### src/rtl/dds_fword_loader.sv
// Parses the SPI byte stream into framed DDS tuning words: SYNC, CH, D0..Dn (+CK).
// Optional checksum byte enabled by defining DDS_FWORD_LOADER_CHECKSUM_EN.
module dds_fword_loader #(
    parameter int                        NUM_CH      = 2,
    parameter int                        WORD_BYTES  = 4,
    parameter logic [7:0]                SYNC_BYTE   = 8'h01,
    parameter int                        TIMEOUT_CYC = 65535,
    parameter logic [8*WORD_BYTES-1:0]   RST_WORD    = '0
) (
    input  logic                         clk,
    input  logic                         rst,
    input  logic [7:0]                   rx_data,
    input  logic                         rx_valid,
    output logic [NUM_CH*8*WORD_BYTES-1:0] word_out,
    output logic [NUM_CH-1:0]            update_stb,
    output logic                         busy,
    output logic                         frame_err,
    output logic [7:0]                   err_cnt,
    output logic [7:0]                   status
);

    // state  | meaning
    // IDLE   | waiting for SYNC_BYTE, other bytes dropped silently
    // CHAN   | expecting the channel byte
    // DATA   | collecting tuning-word bytes, little-endian
    // CSUM   | expecting the XOR checksum byte (checksum build only)
    // COMMIT | new word and update_stb visible; behaves as IDLE for input

    localparam int W     = 8 * WORD_BYTES;
    localparam int IDX_W = (WORD_BYTES > 1) ? $clog2(WORD_BYTES) : 1;
    localparam int TMR_W = $clog2(TIMEOUT_CYC + 1);

    localparam logic [IDX_W-1:0] IDX_LAST = IDX_W'(WORD_BYTES - 1);
    localparam logic [TMR_W-1:0] TMR_LOAD = TMR_W'(TIMEOUT_CYC - 1);
    localparam logic [7:0]       NUM_CH_B = 8'(NUM_CH);

    typedef enum logic [2:0] {
        S_IDLE,
        S_CHAN,
        S_DATA,
`ifdef DDS_FWORD_LOADER_CHECKSUM_EN
        S_CSUM,
`endif
        S_COMMIT
    } state_t;

    state_t              state;
    state_t              state_nxt;
    logic [3:0]          ch_q;
    logic [IDX_W-1:0]    idx;
    logic [W-1:0]        shadow;
    logic [W-1:0]        shadow_merge;
    logic [W-1:0]        commit_word;
    logic [TMR_W-1:0]    tmr;
    logic                tmr_exp;
    logic                ch_bad;
    logic                do_err;
    logic                do_commit;
    logic [NUM_CH*W-1:0] word_q;
    logic [NUM_CH-1:0]   stb_q;
    logic                err_q;
    logic [7:0]          err_cnt_q;
    logic                last_ok;
    logic                err_sticky;
    logic [3:0]          last_ch;
`ifdef DDS_FWORD_LOADER_CHECKSUM_EN
    logic [7:0]          csum;
`endif

    assign tmr_exp = (tmr == '0);
    assign ch_bad  = (rx_data >= NUM_CH_B);

    always_comb begin
        shadow_merge = shadow;
        shadow_merge[{idx, 3'b000} +: 8] = rx_data;
    end

    // The active word is loaded on the edge that enters COMMIT, so the new
    // value and its strobe are both visible during the COMMIT cycle.
`ifdef DDS_FWORD_LOADER_CHECKSUM_EN
    assign commit_word = shadow;
`else
    assign commit_word = shadow_merge;
`endif

    always_comb begin
        state_nxt = state;
        do_err    = 1'b0;
        do_commit = 1'b0;
        case (state)
            S_IDLE, S_COMMIT: begin
                if (rx_valid && rx_data == SYNC_BYTE) begin
                    state_nxt = S_CHAN;
                end else begin
                    state_nxt = S_IDLE;
                end
            end
            S_CHAN: begin
                if (rx_valid) begin
                    if (ch_bad) begin
                        do_err    = 1'b1;
                        state_nxt = S_IDLE;
                    end else begin
                        state_nxt = S_DATA;
                    end
                end else if (tmr_exp) begin
                    do_err    = 1'b1;
                    state_nxt = S_IDLE;
                end
            end
            S_DATA: begin
                if (rx_valid) begin
                    if (idx == IDX_LAST) begin
`ifdef DDS_FWORD_LOADER_CHECKSUM_EN
                        state_nxt = S_CSUM;
`else
                        do_commit = 1'b1;
                        state_nxt = S_COMMIT;
`endif
                    end
                end else if (tmr_exp) begin
                    do_err    = 1'b1;
                    state_nxt = S_IDLE;
                end
            end
`ifdef DDS_FWORD_LOADER_CHECKSUM_EN
            S_CSUM: begin
                if (rx_valid) begin
                    if (rx_data == csum) begin
                        do_commit = 1'b1;
                        state_nxt = S_COMMIT;
                    end else begin
                        do_err    = 1'b1;
                        state_nxt = S_IDLE;
                    end
                end else if (tmr_exp) begin
                    do_err    = 1'b1;
                    state_nxt = S_IDLE;
                end
            end
`endif
            default: state_nxt = S_IDLE;
        endcase
    end

    always_ff @(posedge clk or negedge rst) begin
        if (!rst) begin
            state <= S_IDLE;
        end else begin
            state <= state_nxt;
        end
    end

    // Inter-byte timeout; every received byte reloads it, including SYNC.
    always_ff @(posedge clk or negedge rst) begin
        if (!rst) begin
            tmr <= TMR_LOAD;
        end else if (rx_valid) begin
            tmr <= TMR_LOAD;
        end else if (!tmr_exp) begin
            tmr <= tmr - 1'b1;
        end
    end

    always_ff @(posedge clk or negedge rst) begin
        if (!rst) begin
            ch_q   <= '0;
            idx    <= '0;
            shadow <= '0;
        end else if (do_err) begin
            idx    <= '0;
            shadow <= '0;
        end else if (state == S_CHAN && rx_valid) begin
            ch_q   <= rx_data[3:0];
            idx    <= '0;
            shadow <= '0;
        end else if (state == S_DATA && rx_valid) begin
            shadow <= shadow_merge;
            idx    <= idx + 1'b1;
        end
    end

`ifdef DDS_FWORD_LOADER_CHECKSUM_EN
    always_ff @(posedge clk or negedge rst) begin
        if (!rst) begin
            csum <= '0;
        end else if (rx_valid) begin
            if (state == S_CHAN) begin
                csum <= rx_data;
            end else if (state == S_DATA) begin
                csum <= csum ^ rx_data;
            end
        end
    end
`endif

    always_ff @(posedge clk or negedge rst) begin
        if (!rst) begin
            word_q <= {NUM_CH{RST_WORD}};
            stb_q  <= '0;
        end else begin
            stb_q <= '0;
            for (int k = 0; k < NUM_CH; k++) begin
                if (do_commit && ch_q == 4'(k)) begin
                    word_q[k*W +: W] <= commit_word;
                    stb_q[k]         <= 1'b1;
                end
            end
        end
    end

    always_ff @(posedge clk or negedge rst) begin
        if (!rst) begin
            err_q      <= 1'b0;
            err_cnt_q  <= '0;
            last_ok    <= 1'b0;
            err_sticky <= 1'b0;
            last_ch    <= '0;
        end else begin
            err_q <= do_err;
            if (do_err) begin
                if (err_cnt_q != 8'hFF) begin
                    err_cnt_q <= err_cnt_q + 8'd1;
                end
                err_sticky <= 1'b1;
                last_ok    <= 1'b0;
            end else if (do_commit) begin
                err_sticky <= 1'b0;
                last_ok    <= 1'b1;
                last_ch    <= ch_q;
            end
        end
    end

    assign word_out   = word_q;
    assign update_stb = stb_q;
    assign busy       = (state != S_IDLE);
    assign frame_err  = err_q;
    assign err_cnt    = err_cnt_q;
    assign status     = {last_ok, err_sticky, 2'b00, last_ch};

endmodule
### config.mk
export PLATFORM = sky130hd
export DESIGN_NAME = dds_fword_loader
export DESIGN_NICKNAME = d
export VERILOG_FILES = /design/src/rtl/dds_fword_loader.sv
export SDC_FILE = /design/constraint.sdc
export NUM_CORES = 1
export LEC_CHECK = 0
export ABC_AREA = 1
export CAP_MARGIN = 15
export CORE_MARGIN = 4
export CORE_UTILIZATION = 35
export CTS_CLUSTER_DIAMETER = 40
export CTS_CLUSTER_SIZE = 24
export DETAILED_ROUTE_END_ITERATION = 8
export MAX_ROUTING_LAYER = met4
export PLACE_DENSITY = 0.59
export SYNTH_ARGS = -nofsm -noshare
export SYNTH_HDL_FRONTEND = slang
export SYNTH_SLANG_ARGS = --single-unit
### constraint.sdc
create_clock -name clk -period 3.35 [get_ports clk]
set_clock_uncertainty 0.05 [all_clocks]
set_input_delay 0.67 -clock clk [delete_from_list [all_inputs] [get_ports clk]]
set_output_delay 0.67 -clock clk [all_outputs]
set_load 0.01 [all_outputs]
# --- Yosys cells after proc, flatten, opt, wreduce, memory -nomap -nowiden ---
# Cells that the tools add are included.
totals:
  ff_bits: 138
  inputBits: 11
  wordCells: 75
op_classes:
  add_sub_neg: 4
  n_lt_le_gt_ge: 1
  n_eq_ne: 9
  n_shift: 2
  n_mux: 30
  bitwise_logic: 1
  n_reduce_logical: 15
ops:
  columns: ["op", "count"]
  rows:
  - ["32-bit two-way mux", 3]
  - ["32-bit bitwise mux", 1]
  - ["16-bit two-way mux", 2]
  - ["8-bit by 7-bit variable shift with 32-bit output, first input constant", 1]
  - ["8-bit by 7-bit indexed part select with 32-bit output", 1]
  - ["16-bit logical NOT", 1]
  - ["16-bit by 1-bit subtractor with 16-bit output, second input constant", 1]
  - ["1-bit two-way mux", 14]
  - ["3-bit two-way mux", 4]
  - ["3-bit one-hot mux with 3 select lines", 1]
  - ["8-bit by 1-bit adder with 8-bit output, second input constant", 1]
  - ["8-bit by 1-bit equality test with 1-bit output, second input constant", 1]
  - ["8-bit by 2-bit >= comparator with 1-bit output, second input constant", 1]
  - ["2-bit two-way mux", 4]
  - ["8-bit != test, second input constant", 1]
  - ["5-bit negation with 7-bit output", 1]
  - ["3-bit by 2-bit equality test with 1-bit output, second input constant", 2]
  - ["2-bit AND reduction", 3]
  - ["3-bit nonzero test", 2]
  - ["1-bit logical AND", 5]
  - ["4-bit by 1-bit equality test with 1-bit output, second input constant", 1]
  - ["4-bit logical NOT", 1]
  - ["3-bit by 1-bit equality test with 1-bit output, second input constant", 1]
  - ["3-bit logical NOT", 1]
  - ["8 further kinds", 8]

# --- Longest topological paths before layout ---
depth:
  ltp_word: 6
  ltp_mapped: 11
  ltp_nobuf: 9

# --- Least setup slack after synthesis ---
# OpenSTA, ideal clock, no wires.
synth_path:
  path_kind: "input-to-reg"
  startpoint: "input rx_valid"
  endpoint: "register shadow[4]"
  setup_ns: 0.118
  t_arrival_ns: 1.672
  setup_slack_ns: 1.511
  path_stages: 9
  n_path_buf: 2
  cell_sequence: "buf_2 > inv_2 > nor2_2 > nand2_1 > nand2_4 > nand2_4 > nand2_4 > buf_6 > nor2_1"
synth_between:
  elab_chain_cells: 3
  word_cells_on_any_way: 8
synth_lines:
  columns: ["element", "line", "source"]
  rows:
  - ["start, declared", "13", "input logic rx_valid,"]
  - ["1-bit two-way mux (tied with other cells)", "112", "if (rx_valid) begin"]
  - ["1-bit one-hot mux with 2 select lines / 32-bit two-way mux (equally long branches)", "90, 173", null]
  - ["3-bit nonzero test (no source line) / 32-bit two-way mux (equally long branches)", null, null]
  - ["end signal, assigned", "178", "shadow <= shadow_merge;"]
  - ["end, declared", "51", "logic [W-1:0] shadow;"]
# Parallel ways exist; a longest one is shown, timed or not.
# A chain may end at the register's enable or synchronous reset.

# --- Worst setup path in the final report ---
layout_path:
  startpoint: "register idx[0]"
  endpoint: "register shadow[15]"
layout_between:
  elab_chain_cells: 6
  word_cells_on_any_way: 7
layout_lines:
  columns: ["element", "line", "source"]
  rows:
  - ["start, declared", "50", "logic [IDX_W-1:0] idx;"]
  - ["start signal, assigned", "179", "idx <= idx + 1'b1;"]
  - ["5-bit negation with 7-bit output (*)", "75", "shadow_merge[{idx, 3'b000} +: 8] = rx_data;"]
  - ["8-bit by 7-bit indexed part select with 32-bit output / 8-bit by 7-bit variable shift with 32-bit output (equally long branches)", "75", null]
  - ["32-bit bitwise mux (*)", "75", null]
  - ["32-bit two-way mux (*)", "177", "end else if (state == S_DATA && rx_valid) begin"]
  - ["32-bit two-way mux (*)", "173", "end else if (state == S_CHAN && rx_valid) begin"]
  - ["32-bit two-way mux (*)", "170", "end else if (do_err) begin"]
# Mark *: on every way between the ends. The rest lies on a longest branch, timed or not. The select of a mux whose other input is x is not followed.

==> reports/qor.log <==
[run_status] status completed
[place] post-placement worst setup slack 0.5853 ns
[clocking] clock tree from TritonCTS built
[worst_setup_path] critical path class reg -> reg
[synthesis] register bit total from synthesis 138
[timing] slew at the pin closest to its max-slew limit 0.6339 ns
[die] Die Area 20840 µm²
[die] horizontal extent of the die 144.4 µm
[finish] fraction of layout cells with a size suffix above 1 7.429%
[route] first-pass iteration count of the detailed router 6
[die] Core Area 18150 µm²
[timing] Hold Worst Slack 0.04032 ns
[global_routing] Overall Global Routing Usage 15.83%
[worst_setup_path] launch point of the critical path idx[0]
[synthesis] Most used DFF post-synth sky130_fd_sc_hd__dfrtp_1
[timing] final max-slew violation count 0
[synthesis] EDFF count, synth 0
[synthesis] Gate Count Post-Synth 779
[finish] # diodes 0
[worst_setup_path] worst-path fanout max 16
[route] routed via count divided by cell count 4.733
[clocking] clock-pin transition on the worst setup and hold timing paths 0.06 ns
[pwr] total power density per cell area 453.2 nW/µm²
[worst_setup_path] Stages on worst setup path 9
[timing] part of the cycle the worst path needs 72.94%
[synthesis] post-synthesis sequential area ratio 53.34%
[pwr] leakage component of the power 3.609 nW
[worst_setup_path] number of cells on the worst reg-to-reg path 9
[global_routing] aggregate global routing overflow 0
[synthesis] most numerous cell types in the synthesized netlist sky130_fd_sc_hd__nand2_1 (187), sky130_fd_sc_hd__dfrtp_1 (123), sky130_fd_sc_hd__nor2_1 (114)
[clocking] clock latency reported for the late side of the worst-skew pair 0.42 ns
[timing] slew margin rel. 57.74%
[global_routing] largest net degree at the start of global routing 92
[worst_setup_path] Cell Chain, Critical Path inv_1, ha_1, inv_1, nand3_1, o21ai_0, inv_1, nor2_1, a21oi_1, nor2_1
[timing] maximum clock frequency 409.3 MHz
[global_routing] vias in the first global route 4984
[global_routing] global-route wire length before repair 25290 µm
[route] antenna-violating nets left 0
[clocking] number of clock sinks seen by CTS 138
[pwr] Total Power Consumption 0.003709 W
[synthesis] area fraction of the dominant cell type after synthesis 47.29%
[worst_setup_path] Crit path top cell by count sky130_fd_sc_hd__inv_1
[synthesis] number of different library cells in the post-synthesis netlist 33
[route] # DRC 0
[worst_setup_path] Crit path largest cell delay 0.61 ns
[finish] synth-to-layout area growth 25.72%
[timing] final worst setup slack 0.9065 ns
[pwr] largest voltage drop on the vdd net 345.7 µV
[clocking] maximum clock path buffer count 2
[worst_setup_path] buffers and inverters on the worst path 3
[route] post-DR wirelength/cell 13.90 µm
[worst_setup_path] sort of element at the end of the critical path flip-flop
[place] routability cong. 0.8548
[timing] unrepaired setup endpoints after global routing no
[clocking] number of H-tree branching levels 4
[worst_setup_path] cell with the largest stage delay on the worst path sky130_fd_sc_hd__dfrtp_1
[synthesis] cell types with the largest area share after synthesis sky130_fd_sc_hd__dfrtp_1 (47%), sky130_fd_sc_hd__nand2_1 (11%), sky130_fd_sc_hd__nor2_1 (6.6%)
[worst_setup_path] worst path arrival time 2.74 ns
[synthesis] synthesized area per cell 8.355 µm²
[place] number of I/O port buffers 92
[place] HPWL after detailed placement 10470 µm
[worst_setup_path] crit start category flip-flop
[clocking] clock buffer count from CTS 17
[worst_setup_path] capture point of the worst reg-to-reg path shadow[15]
[route] via count 5225
[worst_hold_path] Hold Crit Class in -> async
[timing] clock period minus worst slack 2.443 ns
[route] Total Routed Length 15340 µm
[clocking] post-CTS sizing 0
[route] DR iter-0 viols 413
[synthesis] dominant cell type by area after synthesis sky130_fd_sc_hd__dfrtp_1
[die] top-level port count 95
[die] effective utilization at floorplan 35.87%
[synthesis] most frequent cell after synthesis sky130_fd_sc_hd__nand2_1
[worst_setup_path] capturing instance or port of the critical path shadow[15]
[finish] Final #Nets 882
[flow_run] # Max-Cap Violations 0
[timing] setup violation total in the final timing report 0
[clocking] hold buffer count at CTS 0
[worst_setup_path] setup slack of the worst register-to-register path 0.91 ns
[die] height of the die 144.4 µm
[worst_setup_path] delay-heaviest family, CP buffers and inverters
[synthesis] synthesis warning total 0
[clocking] Post CTS Setup Buffer Count 0
[global_routing] number of antenna violations at the first check in global routing 0
[timing] accumulated negative setup slack 0 ns
[clocking] master cell of the clock root buffer sky130_fd_sc_hd__clkbuf_16
[worst_setup_path] beginning of the worst register-to-register path idx[0]
[synthesis] asr flop ratio synth 100.0%
[timing] number of failing hold endpoints at the final stage 0
[worst_setup_path] critical path required time 3.64 ns
[synthesis] cell area after synthesis 6509 µm²
[die] number of placement rows 49
[cells in the final DEF (no fill, tap or decap), types with 2 or more instances in the layout]
cell type                         synthesis  routed
sky130_fd_sc_hd__buf_12                   0       2
sky130_fd_sc_hd__nand2_4                  3       3
sky130_fd_sc_hd__xnor2_1                  2       2
sky130_fd_sc_hd__nand3_1                 30      30
sky130_fd_sc_hd__xor2_1                   4       4
sky130_fd_sc_hd__clkbuf_8                 0       5
sky130_fd_sc_hd__ha_1                     9       9
sky130_fd_sc_hd__buf_4                   10       4
sky130_fd_sc_hd__o21a_1                  34      34
sky130_fd_sc_hd__clkdlybuf4s50_1          0      91
sky130_fd_sc_hd__nor3_1                   3       3
sky130_fd_sc_hd__clkinvlp_4               0       6
sky130_fd_sc_hd__nand4_1                 10      10
sky130_fd_sc_hd__a21oi_1                 42      42
sky130_fd_sc_hd__inv_1                   69      69
sky130_fd_sc_hd__clkbuf_16                0      17
sky130_fd_sc_hd__inv_2                    2       2
sky130_fd_sc_hd__conb_1                   1       3
sky130_fd_sc_hd__a22oi_1                  8       8
sky130_fd_sc_hd__dfstp_2                 15      15
sky130_fd_sc_hd__dfrtp_1                123     123
sky130_fd_sc_hd__nor2_2                   3       3
sky130_fd_sc_hd__nand3b_1                 8       8
sky130_fd_sc_hd__o21ai_0                 68      68
sky130_fd_sc_hd__nand2_1                187     187
sky130_fd_sc_hd__nor2_1                 114     114
[layer usage]
| metal | GRT usage [%] | routed length [µm] | share of wire, % | up-vias |
|---|---|---|---|---|
| li1 | - | - | - | 2659 |
| met1 | 21.38 | 7556 | 49 | 2439 |
| met2 | 23.24 | 6858 | 45 | 100 |
| met3 | 3.472 | 570 | 3.7 | 27 |
| met4 | 6.284 | 359 | 2.3 | 0 |
| met5 | - | 0 | 0 | - |
[cells by family after synthesis]
kind of cell	share of synthesized area (%)
AO/OA/AOI/OAI	13.53
AND/OR/NAND/NOR	23.28
flip-flops	53.34
other	0.05761
XOR/XNOR	0.8074
buffers and inverters	7.247
adder cells (fa/ha/maj)	1.730
[sequential cells by signal, summed over array words and instances (netlist names)]
register,cells
state,3
update_stb,2
frame_err,1
last_ch,4
word_out,64
shadow,32
err_sticky,1
ch_q,4
err_cnt,8
last_ok,1
idx,2
tmr,16
[area by class of cell]
class	count	area (µm²)
multi-input combinational	536	2579
fill	1840	9965
tap	229	286.5
inverter	71	266.5
sequential	138	3472
clock buffer	23	498.0
timing repair buffer	98	992.2
clock inverter	9	88.84
[how the worst min path moves through the flow]
| stage | depth (start not counted) | end | start |
|---|---|---|---|
| floorplan | 0 | ch_q[0] | rst |
| global placement | 2 | word_out[23] | word_out[23] |
| detailed placement | 1 | update_stb[0] | ch_q[0] |
| CTS | 1 | err_cnt[7] | rst |
| global route | 1 | ch_q[2] | rst |
| finish | 1 | err_cnt[7] | rst |
[where the power goes]
part	internal (W)	switching [W]
sequential	0.00169	0.0000148
clock	0.00112	0.000710
combinational	0.0000495	0.000129
total	0.00286	0.000853
[metrics by stage]
| step | std cells | utilization [%] | cell area (µm²) |
|---|---|---|---|
| 6_report | 1104 | 45.09 | 8183 |
| 5_1_grt | 1104 | 45.09 | 8183 |
| 4_1_cts | 1104 | 45.09 | 8183 |
| 3_5_place_dp | 1072 | 41.86 | 7596 |
| 3_3_place_gp | 1072 | 41.86 | 7596 |
| 2_1_floorplan | 781 | - | 6516 |
[worst register-to-register path: cells and delay by family, from the launching register on]
kind	cells	cell delay, ns
flip-flops	1	0.61
AO/OA/AOI/OAI	2	0.29
buffers and inverters	3	0.62
adder cells (fa/ha/maj)	1	0.35
AND/OR/NAND/NOR	3	0.46
Power figures use the tool's default switching activity.
